[config.mk]
export PLATFORM = sky130hd
export DESIGN_NAME = tpu_sequencer_flat
export DESIGN_NICKNAME = d
export VERILOG_FILES = /design/src/rtl/tpu_sequencer_if.sv /design/src/rtl/tpu_sequencer.sv /design/src/flat_wrapper.sv
export SDC_FILE = /design/constraint.sdc
export NUM_CORES = 1
export LEC_CHECK = 0
export CELL_PAD_IN_SITES_DETAIL_PLACEMENT = 1
export CELL_PAD_IN_SITES_GLOBAL_PLACEMENT = 1
export CORE_ASPECT_RATIO = 0.75
export CORE_MARGIN = 4
export CORE_UTILIZATION = 28
export DETAILED_ROUTE_END_ITERATION = 8
export GPL_ROUTABILITY_DRIVEN = 1
export PLACE_DENSITY = 0.76
export SYNTH_ARGS = -nofsm -noshare
export SYNTH_HDL_FRONTEND = slang
export SYNTH_SLANG_ARGS = --single-unit
[constraint.sdc]
create_clock -name clk -period 1.95 [get_ports clk]
set_input_delay 0.195 -clock clk [delete_from_list [all_inputs] [get_ports clk]]
set_output_delay 0.195 -clock clk [all_outputs]
set_load 0.01 [all_outputs]
[src/rtl/tpu_sequencer_if.sv]
// Host/memory/feeder signal bundle for tpu_sequencer.
// The slave modport is the sequencer's view; the master modport is the host/testbench view.
interface tpu_sequencer_if #(
    parameter int DATA_W = 8
);
    logic              host_valid;
    logic [DATA_W-1:0] host_data;
    logic              host_ready;
    logic              soft_clr;
    logic              keep_weights;
    logic              mem_we;
    logic              mem_sel;
    logic [1:0]        mem_addr;
    logic [DATA_W-1:0] mem_wdata;
    logic              feeder_en;
    logic [2:0]        mmu_cycles;
    logic              out_valid;
    logic [1:0]        out_idx;
    logic              busy;
    logic              done;

    modport slave (
        input  host_valid, host_data, soft_clr, keep_weights,
        output host_ready, mem_we, mem_sel, mem_addr, mem_wdata,
               feeder_en, mmu_cycles, out_valid, out_idx, busy, done
    );

    modport master (
        output host_valid, host_data, soft_clr, keep_weights,
        input  host_ready, mem_we, mem_sel, mem_addr, mem_wdata,
               feeder_en, mmu_cycles, out_valid, out_idx, busy, done
    );
endinterface

[src/rtl/tpu_sequencer.sv]
// Job controller for the 2x2 systolic matmul: loads 4 weights + 4 inputs, then runs one feeder pass.
// Optional weight reuse (keep_weights) is built when TPU_SEQ_WEIGHT_REUSE_EN is defined.
module tpu_sequencer #(
    parameter int DATA_W     = 8,
    parameter int LAST_CYCLE = 5
) (
    input  logic             clk,
    input  logic             rst_n,
    tpu_sequencer_if.slave   bus
);

    typedef enum logic [2:0] {
        S_IDLE,
        S_LOAD_W,
        S_LOAD_I,
        S_COMPUTE,
        S_DRAIN
    } state_e;

    state_e     state_q, state_d;
    logic [1:0] cnt_q, cnt_d;
    logic [2:0] cyc_q, cyc_d;
    logic       ov_q, ov_d;
    logic [1:0] oidx_q, oidx_d;
    logic       ready;
    logic       xfer;
    logic       reuse;
    logic       sel;
    logic [1:0] addr;

`ifdef TPU_SEQ_WEIGHT_REUSE_EN
    logic wl_q, wl_d;

    // keep_weights only matters on the IDLE transfer that starts a job
    assign reuse = bus.keep_weights & wl_q;

    always_comb begin
        wl_d = wl_q;
        if (bus.soft_clr)
            wl_d = 1'b0;
        else if (state_q == S_LOAD_W && xfer && cnt_q == 2'd3)
            wl_d = 1'b1;
    end

    always_ff @(posedge clk or negedge rst_n) begin
        if (!rst_n) wl_q <= 1'b0;
        else        wl_q <= wl_d;
    end
`else
    logic unused_keep_weights;
    assign unused_keep_weights = bus.keep_weights;
    assign reuse = 1'b0;
`endif

    assign ready = (state_q == S_IDLE) || (state_q == S_LOAD_W) || (state_q == S_LOAD_I);
    assign xfer  = bus.host_valid & ready;

    always_comb begin
        state_d = state_q;
        cnt_d   = cnt_q;
        cyc_d   = cyc_q;
        ov_d    = 1'b0;
        oidx_d  = 2'd0;
        sel     = 1'b0;
        addr    = cnt_q;
        case (state_q)
            S_IDLE: begin
                addr = 2'd0;
                sel  = reuse;
                if (xfer) begin
                    state_d = reuse ? S_LOAD_I : S_LOAD_W;
                    cnt_d   = 2'd1;
                end
            end
            S_LOAD_W: begin
                if (xfer) begin
                    if (cnt_q == 2'd3) begin
                        state_d = S_LOAD_I;
                        cnt_d   = 2'd0;
                    end else begin
                        cnt_d = cnt_q + 2'd1;
                    end
                end
            end
            S_LOAD_I: begin
                sel = 1'b1;
                if (xfer) begin
                    if (cnt_q == 2'd3) begin
                        state_d = S_COMPUTE;
                        cnt_d   = 2'd0;
                        cyc_d   = 3'd0;
                    end else begin
                        cnt_d = cnt_q + 2'd1;
                    end
                end
            end
            S_COMPUTE: begin
                // feeder result register lags mmu_cycles by one, so flag it next cycle
                if (cyc_q >= 3'd2) begin
                    ov_d   = 1'b1;
                    oidx_d = 2'(cyc_q - 3'd2);
                end
                if (cyc_q == 3'(LAST_CYCLE)) begin
                    state_d = S_DRAIN;
                    cyc_d   = 3'd0;
                end else begin
                    cyc_d = cyc_q + 3'd1;
                end
            end
            S_DRAIN: begin
                state_d = S_IDLE;
            end
            default: begin
                state_d = S_IDLE;
                cnt_d   = 2'd0;
                cyc_d   = 3'd0;
            end
        endcase
        if (bus.soft_clr) begin
            state_d = S_IDLE;
            cnt_d   = 2'd0;
            cyc_d   = 3'd0;
            ov_d    = 1'b0;
            oidx_d  = 2'd0;
        end
    end

    always_ff @(posedge clk or negedge rst_n) begin
        if (!rst_n) begin
            state_q <= S_IDLE;
            cnt_q   <= 2'd0;
            cyc_q   <= 3'd0;
            ov_q    <= 1'b0;
            oidx_q  <= 2'd0;
        end else begin
            state_q <= state_d;
            cnt_q   <= cnt_d;
            cyc_q   <= cyc_d;
            ov_q    <= ov_d;
            oidx_q  <= oidx_d;
        end
    end

    assign bus.host_ready = ready;
    assign bus.mem_we     = xfer;
    assign bus.mem_sel    = sel;
    assign bus.mem_addr   = addr;
    assign bus.mem_wdata  = bus.host_data;
    assign bus.feeder_en  = (state_q == S_COMPUTE);
    assign bus.mmu_cycles = cyc_q;
    assign bus.out_valid  = ov_q;
    assign bus.out_idx    = oidx_q;
    assign bus.busy       = (state_q != S_IDLE);
    assign bus.done       = (state_q == S_DRAIN);

endmodule

[src/flat_wrapper.sv]
// flat-port wrapper written by rule: the top's interface ports become plain ports
module tpu_sequencer_flat 
#(
    parameter int DATA_W     = 8,
    parameter int LAST_CYCLE = 5
)
  (clk, rst_n, bus_host_valid, bus_host_data, bus_soft_clr, bus_keep_weights, bus_host_ready, bus_mem_we, bus_mem_sel, bus_mem_addr, bus_mem_wdata, bus_feeder_en, bus_mmu_cycles, bus_out_valid, bus_out_idx, bus_busy, bus_done);
  tpu_sequencer_if #(.DATA_W(DATA_W)) bus_i ();
  input  logic clk;
  input  logic rst_n;
  input wire logic [$bits(bus_i.host_valid)-1:0] bus_host_valid;
  input wire logic [$bits(bus_i.host_data)-1:0] bus_host_data;
  input wire logic [$bits(bus_i.soft_clr)-1:0] bus_soft_clr;
  input wire logic [$bits(bus_i.keep_weights)-1:0] bus_keep_weights;
  output wire logic [$bits(bus_i.host_ready)-1:0] bus_host_ready;
  output wire logic [$bits(bus_i.mem_we)-1:0] bus_mem_we;
  output wire logic [$bits(bus_i.mem_sel)-1:0] bus_mem_sel;
  output wire logic [$bits(bus_i.mem_addr)-1:0] bus_mem_addr;
  output wire logic [$bits(bus_i.mem_wdata)-1:0] bus_mem_wdata;
  output wire logic [$bits(bus_i.feeder_en)-1:0] bus_feeder_en;
  output wire logic [$bits(bus_i.mmu_cycles)-1:0] bus_mmu_cycles;
  output wire logic [$bits(bus_i.out_valid)-1:0] bus_out_valid;
  output wire logic [$bits(bus_i.out_idx)-1:0] bus_out_idx;
  output wire logic [$bits(bus_i.busy)-1:0] bus_busy;
  output wire logic [$bits(bus_i.done)-1:0] bus_done;
  assign bus_i.host_valid = bus_host_valid;
  assign bus_i.host_data = bus_host_data;
  assign bus_i.soft_clr = bus_soft_clr;
  assign bus_i.keep_weights = bus_keep_weights;
  assign bus_host_ready = bus_i.host_ready;
  assign bus_mem_we = bus_i.mem_we;
  assign bus_mem_sel = bus_i.mem_sel;
  assign bus_mem_addr = bus_i.mem_addr;
  assign bus_mem_wdata = bus_i.mem_wdata;
  assign bus_feeder_en = bus_i.feeder_en;
  assign bus_mmu_cycles = bus_i.mmu_cycles;
  assign bus_out_valid = bus_i.out_valid;
  assign bus_out_idx = bus_i.out_idx;
  assign bus_busy = bus_i.busy;
  assign bus_done = bus_i.done;
  tpu_sequencer #(.DATA_W(DATA_W), .LAST_CYCLE(LAST_CYCLE)) u_core (.clk(clk), .rst_n(rst_n), .bus(bus_i));
endmodule
Word level (Yosys, flattened, before mapping)

Cells that the tools add are included.
W data, S select, Z words.

Flip-flop bits (word level): 11
Input port bits: 13
Word-level logic and storage cells: 61

Add/subtract/negate cells: 3
$lt $le $gt $ge: 1
Eq/ne operators: 15
Mux-type cells: 26
Bitwise gates (word level): 1
Reductions and logical operators: 10

Operators by type and width:

| kind                  | number |
|---|---|
| $mux W3               | 11 |
| $mux W2               | 8 |
| $ne A3 B3 Y1 const B  | 5 |
| $pmux W3 S4           | 1 |
| $pmux W3 S3           | 1 |
| $eq A3 B2 Y1 const B  | 2 |
| $eq A3 B3 Y1 const B  | 2 |
| $pmux W2 S3           | 1 |
| $reduce_and A3 Y1     | 2 |
| $reduce_and A6 Y1     | 1 |
| $mux W1               | 4 |
| $ne A2 B1 Y1 const B  | 2 |
| $reduce_or A2 Y1      | 2 |
| $add A3 B1 Y3 const B | 1 |
| $eq A3 B1 Y1 const B  | 1 |
| $ge A3 B2 Y1 const B  | 1 |
| $logic_not A3 Y1      | 1 |
| $ne A3 B1 Y1 const B  | 1 |
| $ne A3 B2 Y1 const B  | 1 |
| $reduce_bool A3 Y1    | 1 |
| $reduce_or A3 Y1      | 1 |
| $add A2 B1 Y2 const B | 1 |
| $eq A2 B2 Y1 const B  | 1 |
| $logic_or A1 B1 Y1    | 2 |
| other kinds (2)       | 2 |

Depth between registers and ports, before layout

Depth after elaboration: 7
Mapped depth: 4
Mapped depth without buffers: 4

Worst setup path after synthesis

OpenSTA, ideal clock, no wires.

Path kind: register -> register
Start point: reg u_core.state_q[0]
End point: reg u_core.cnt_q[1]
Setup time: 125 ps
Arrival: 1,253 ps
Data required time: 1,825 ps
Slack: 573 ps
Cell stages (with the launch flop): 4
Period minus slack after synthesis: 1,377 ps
Path through: dfrtp_1 -> or2_1 -> a221oi_2 -> mux2_2

Cells in the longest elaborated chain, start to end: 6

RTL lines:

| item                                                                 | RTL line                                 | text |
|---|---|---|
| start, declared                                                      | tpu_sequencer.sv:20                      | `state_e state_q, state_d;` |
| start signal, assigned                                               | tpu_sequencer.sv:136                     | `state_q <= state_d;` |
| $eq A3 B1 Y1 / $logic_not A3 Y1 (equally long branches)              | tpu_sequencer.sv:55, tpu_sequencer.sv:66 |  |
| $logic_or A1 B1 Y1 (2 in a row)                                      | tpu_sequencer.sv:55                      | `assign ready = (state_q == S_IDLE) \|\| (state_q == S_LOAD_W) \|\| (state_q == S_LOAD_I);` |
| $and A1 B1 Y1                                                        | tpu_sequencer.sv:56                      | `assign xfer = bus.host_valid & ready;` |
| $ne A3 B3 Y1 (no source line) / $ne A3 B1 Y1 (equally long branches) | --                                       |  |
| $reduce_and A3 Y1 (no source line)                                   | --                                       |  |
| end signal, assigned                                                 | tpu_sequencer.sv:137                     | `cnt_q <= cnt_d;` |
| end, declared                                                        | tpu_sequencer.sv:21                      | `logic [1:0] cnt_q, cnt_d;` |

Parallel ways exist; a longest one is shown, timed or not.
A chain may end at the register's enable or synchronous reset.

Final worst setup path

Start point: reg u_core.state_q[2]
End point: out bus_mem_we

Cells in the longest elaborated chain, start to end: 4

RTL lines:

| item                                                    | RTL line            | text |
|---|---|---|
| $eq A3 B1 Y1 / $logic_not A3 Y1 (equally long branches) | tpu_sequencer.sv:55 |  |
| $logic_or A1 B1 Y1                                      | tpu_sequencer.sv:55 |  |
| $logic_or A1 B1 Y1 *                                    | tpu_sequencer.sv:55 |  |
| $and A1 B1 Y1 *                                         | tpu_sequencer.sv:56 |  |
| end, declared                                           | flat_wrapper.sv:16  | `output wire logic [$bits(bus_i.mem_we)-1:0] bus_mem_we;` |

Mark *: on every way between the ends. The rest lies on a longest branch, timed or not.

==> summary.txt <==
Status
  • Status: complete, no violations

Synthesis
  • Top-count cell post-synth: dfrtp_1
  • Synth async-reset ratio: 100%
  • Synth top area cells: dfrtp_1 40%, buf_4 9.9%, a221oi_2 4.4%
  • Seq/Total Area, Yosys: 40.1%
  • Top cells by count, synth: 11 x dfrtp_1, 9 x buf_4, 4 x and2_1
  • Post-Syn Area per Cell: 11.1 um2
  • EDFF count, synth: 0
  • Post-synth net total: 76
  • FF+latch count, synth: 11
  • Area share of the largest cell type after synthesis: 40.1%
  • Synth Instances: 62
  • Warnings from Yosys: 0
  • Largest area contributor in the netlist: dfrtp_1
  • Synth cell types: 33
  • Prevailing post-synth register cell: dfrtp_1
  • Synthesized area: 686 um2

Global route
  • First-pass GRT wire length: 2500 um
  • GRT Resource Usage Total: 9.96%
  • Initial antenna violation count: 0
  • Vias in the first global route: 534
  • Largest net degree at the start of global routing: 12
  • Global route overflow: 0

Clock tree
  • Depth of the CTS H-tree: 1
  • Register clock-pin slew on the reported worst setup and hold paths: 0.08 ns
  • CTS Sinks: 11
  • CTS tree: yes
  • CTS buffer count: 3
  • Clock Path Buffers: 2
  • Worst skew pair latency: 0.28 ns
  • CTS root buffer: clkbuf_4

Floorplanning
  • Num ports: 35
  • Initial core utilization: 29.7%
  • CORE AREA: 0.00231 mm2
  • Chip height: 50.9 um
  • Number of cell rows: 15
  • Die width: 65.1 um
  • Die area: 0.00331 mm2

Detailed routing
  • Vias per inst: 4.86
  • Drt wl/cell: 14.4 um
  • DRC violations left: 0
  • Initial DRC Count: 9
  • TritonRoute pass-1 iters: 2
  • ANT nets after route: 0
  • Via count: 539
  • Routed WL: 1590 um

Timing
  • Max Fclk: 534 MHz
  • Slew Viols, Final: 0
  • Final WS setup: 0.0777 ns
  • Period minus WS final: 1.87 ns
  • Setup violators final: 0
  • Final Hold Vio Count: 0
  • Setup Skew: 0.00816 ns
  • Worst-margin pin slew: 0.544 ns
  • Period Utilization, post-route: 96.0%
  • Unrepaired setup endpoints after global routing: false
  • Sum Neg Setup Slack: 0 ns
  • Relative slew margins: 63.6%

Placed design
  • Hpwl dp: 1160 um
  • Port Buffers: 17
  • GP Congestion: 0.691
  • Worst slack, placed: 0.269 ns

Layout
  • Fin nets: 92
  • Ant. Diodes: 0
  • Share of layout cells above drive strength 1: 23.4%
  • Area Overhead vs Synth: 29.9%
  • Post-layout util: 38.6%

Setup path
  • CP Launch Type: flip-flop
  • CP required: 1.75 ns
  • Setup crit end kind: primary output
  • Critical Setup Path Class: reg2out
  • Crit path max fanout: 7
  • CP Data Arrival Time: 1.68 ns
  • R2r setup slk: 0.41 ns

Power
  • Pwr dens: 507 mW/mm2
  • Leakage: 0.414 nW
  • Overall power: 0.451 mW
  • Peak supply drop: 303 uV

Worst hold path
  • Worst min-delay path class: in2async

Flow run
  • Max_cap viols: 0
[state kept, by name, indices dropped and copies added (netlist names)]
name                   flops
u_core.bus.mmu_cycles      3
u_core.state_q             3
u_core.bus.out_idx         2
u_core.cnt_q               2
u_core.bus.out_valid       1
[critical path, cell delays in order (launching register included)]
cell	delay [ns]
dfrtp_1	0.38
buf_4	0.17
a21oi_4	0.14
and2_1	0.17
clkdlybuf4s50_1	0.54
[path summary, 6_finish.rpt]
kind,from,end,cells after the start
min reg2reg,u_core.cnt_q[1],u_core.cnt_q[1],1
max reg2reg,u_core.state_q[0],u_core.cnt_q[1],3
min in group clk,bus_host_data[6],bus_mem_wdata[6],0
min,rst_n,u_core.bus.mmu_cycles[2],1
max,u_core.state_q[2],bus_mem_we,4
max in group asynchronous,rst_n,u_core.state_q[0],1
[stage by stage]
step | cell area, um2 | hold WS [ns] | std cells
4_1_cts | 883 | 0.271 | 111
2_1_floorplan | 686 | -0.101 | 62
5_1_grt | 891 | 0.306 | 111
6_report | 891 | 0.268 | 111
3_3_place_gp | 848 | 0.390 | 106
3_5_place_dp | 848 | 0.390 | 106
[routing by layer]
layer	up-vias	global-route usage, %	wire length [um]
met5	-	0	0
met4	0	5.17	24
met3	6	4.40	155
met2	25	13.6	610
met1	254	13.1	802
li1	254	-	-
[power breakdown]
| group | internal (mW) | total (mW) | switching [mW] |
|---|---|---|---|
| sequential | 0.232 | 0.240 | 0.00702 |
| combinational | 0.0259 | 0.0522 | 0.0263 |
| clock | 0.0760 | 0.160 | 0.0835 |
[cells by family (layout without fill, tap and decap cells)]
family / count (synthesis) / count (layout) / synth area share [%]
AO/OA/AOI/OAI: 14 / 14 / 19.0
XOR/XNOR: 1 / 1 / 1.28
adder cells (fa/ha/maj): 1 / 1 / 1.82
buffers and inverters: 11 / 26 / 11.1
flip-flops: 11 / 11 / 40.1
multiplexers: 2 / 2 / 3.28
AND/OR/NAND/NOR: 22 / 22 / 23.4
[what timing repair did]
action,4_1_cts,5_1_grt
gates resized for setup,4,1
endpoints found under the setup margin,2,1
buffers inserted,1,0
hold buffers,0,0
[cells in the final DEF (no fill, tap or decap), types with 2 or more instances in the layout]
| master | instances |
|---|---|
| a221oi_2 | 2 |
| and3_1 | 2 |
| and2_1 | 4 |
| nand4b_1 | 2 |
| and4b_1 | 2 |
| dfrtp_1 | 9 |
| buf_4 | 4 |
| clkbuf_4 | 3 |
| dlygate4sd2_1 | 2 |
| nor2_1 | 3 |
| clkdlybuf4s50_1 | 15 |
| mux2_2 | 2 |
| nor2b_1 | 2 |
| dfrtp_2 | 2 |
[layout make-up]
type	instances	area (um2)
sequential	11	278
timing repair buffer	21	198
tap	34	42.5
clock buffer	3	22.5
inverter	1	3.75
multi-input combinational	40	342
fill	267	1420
clock inverter	1	5.00
Note: power is estimated with default switching activity, not from simulation.
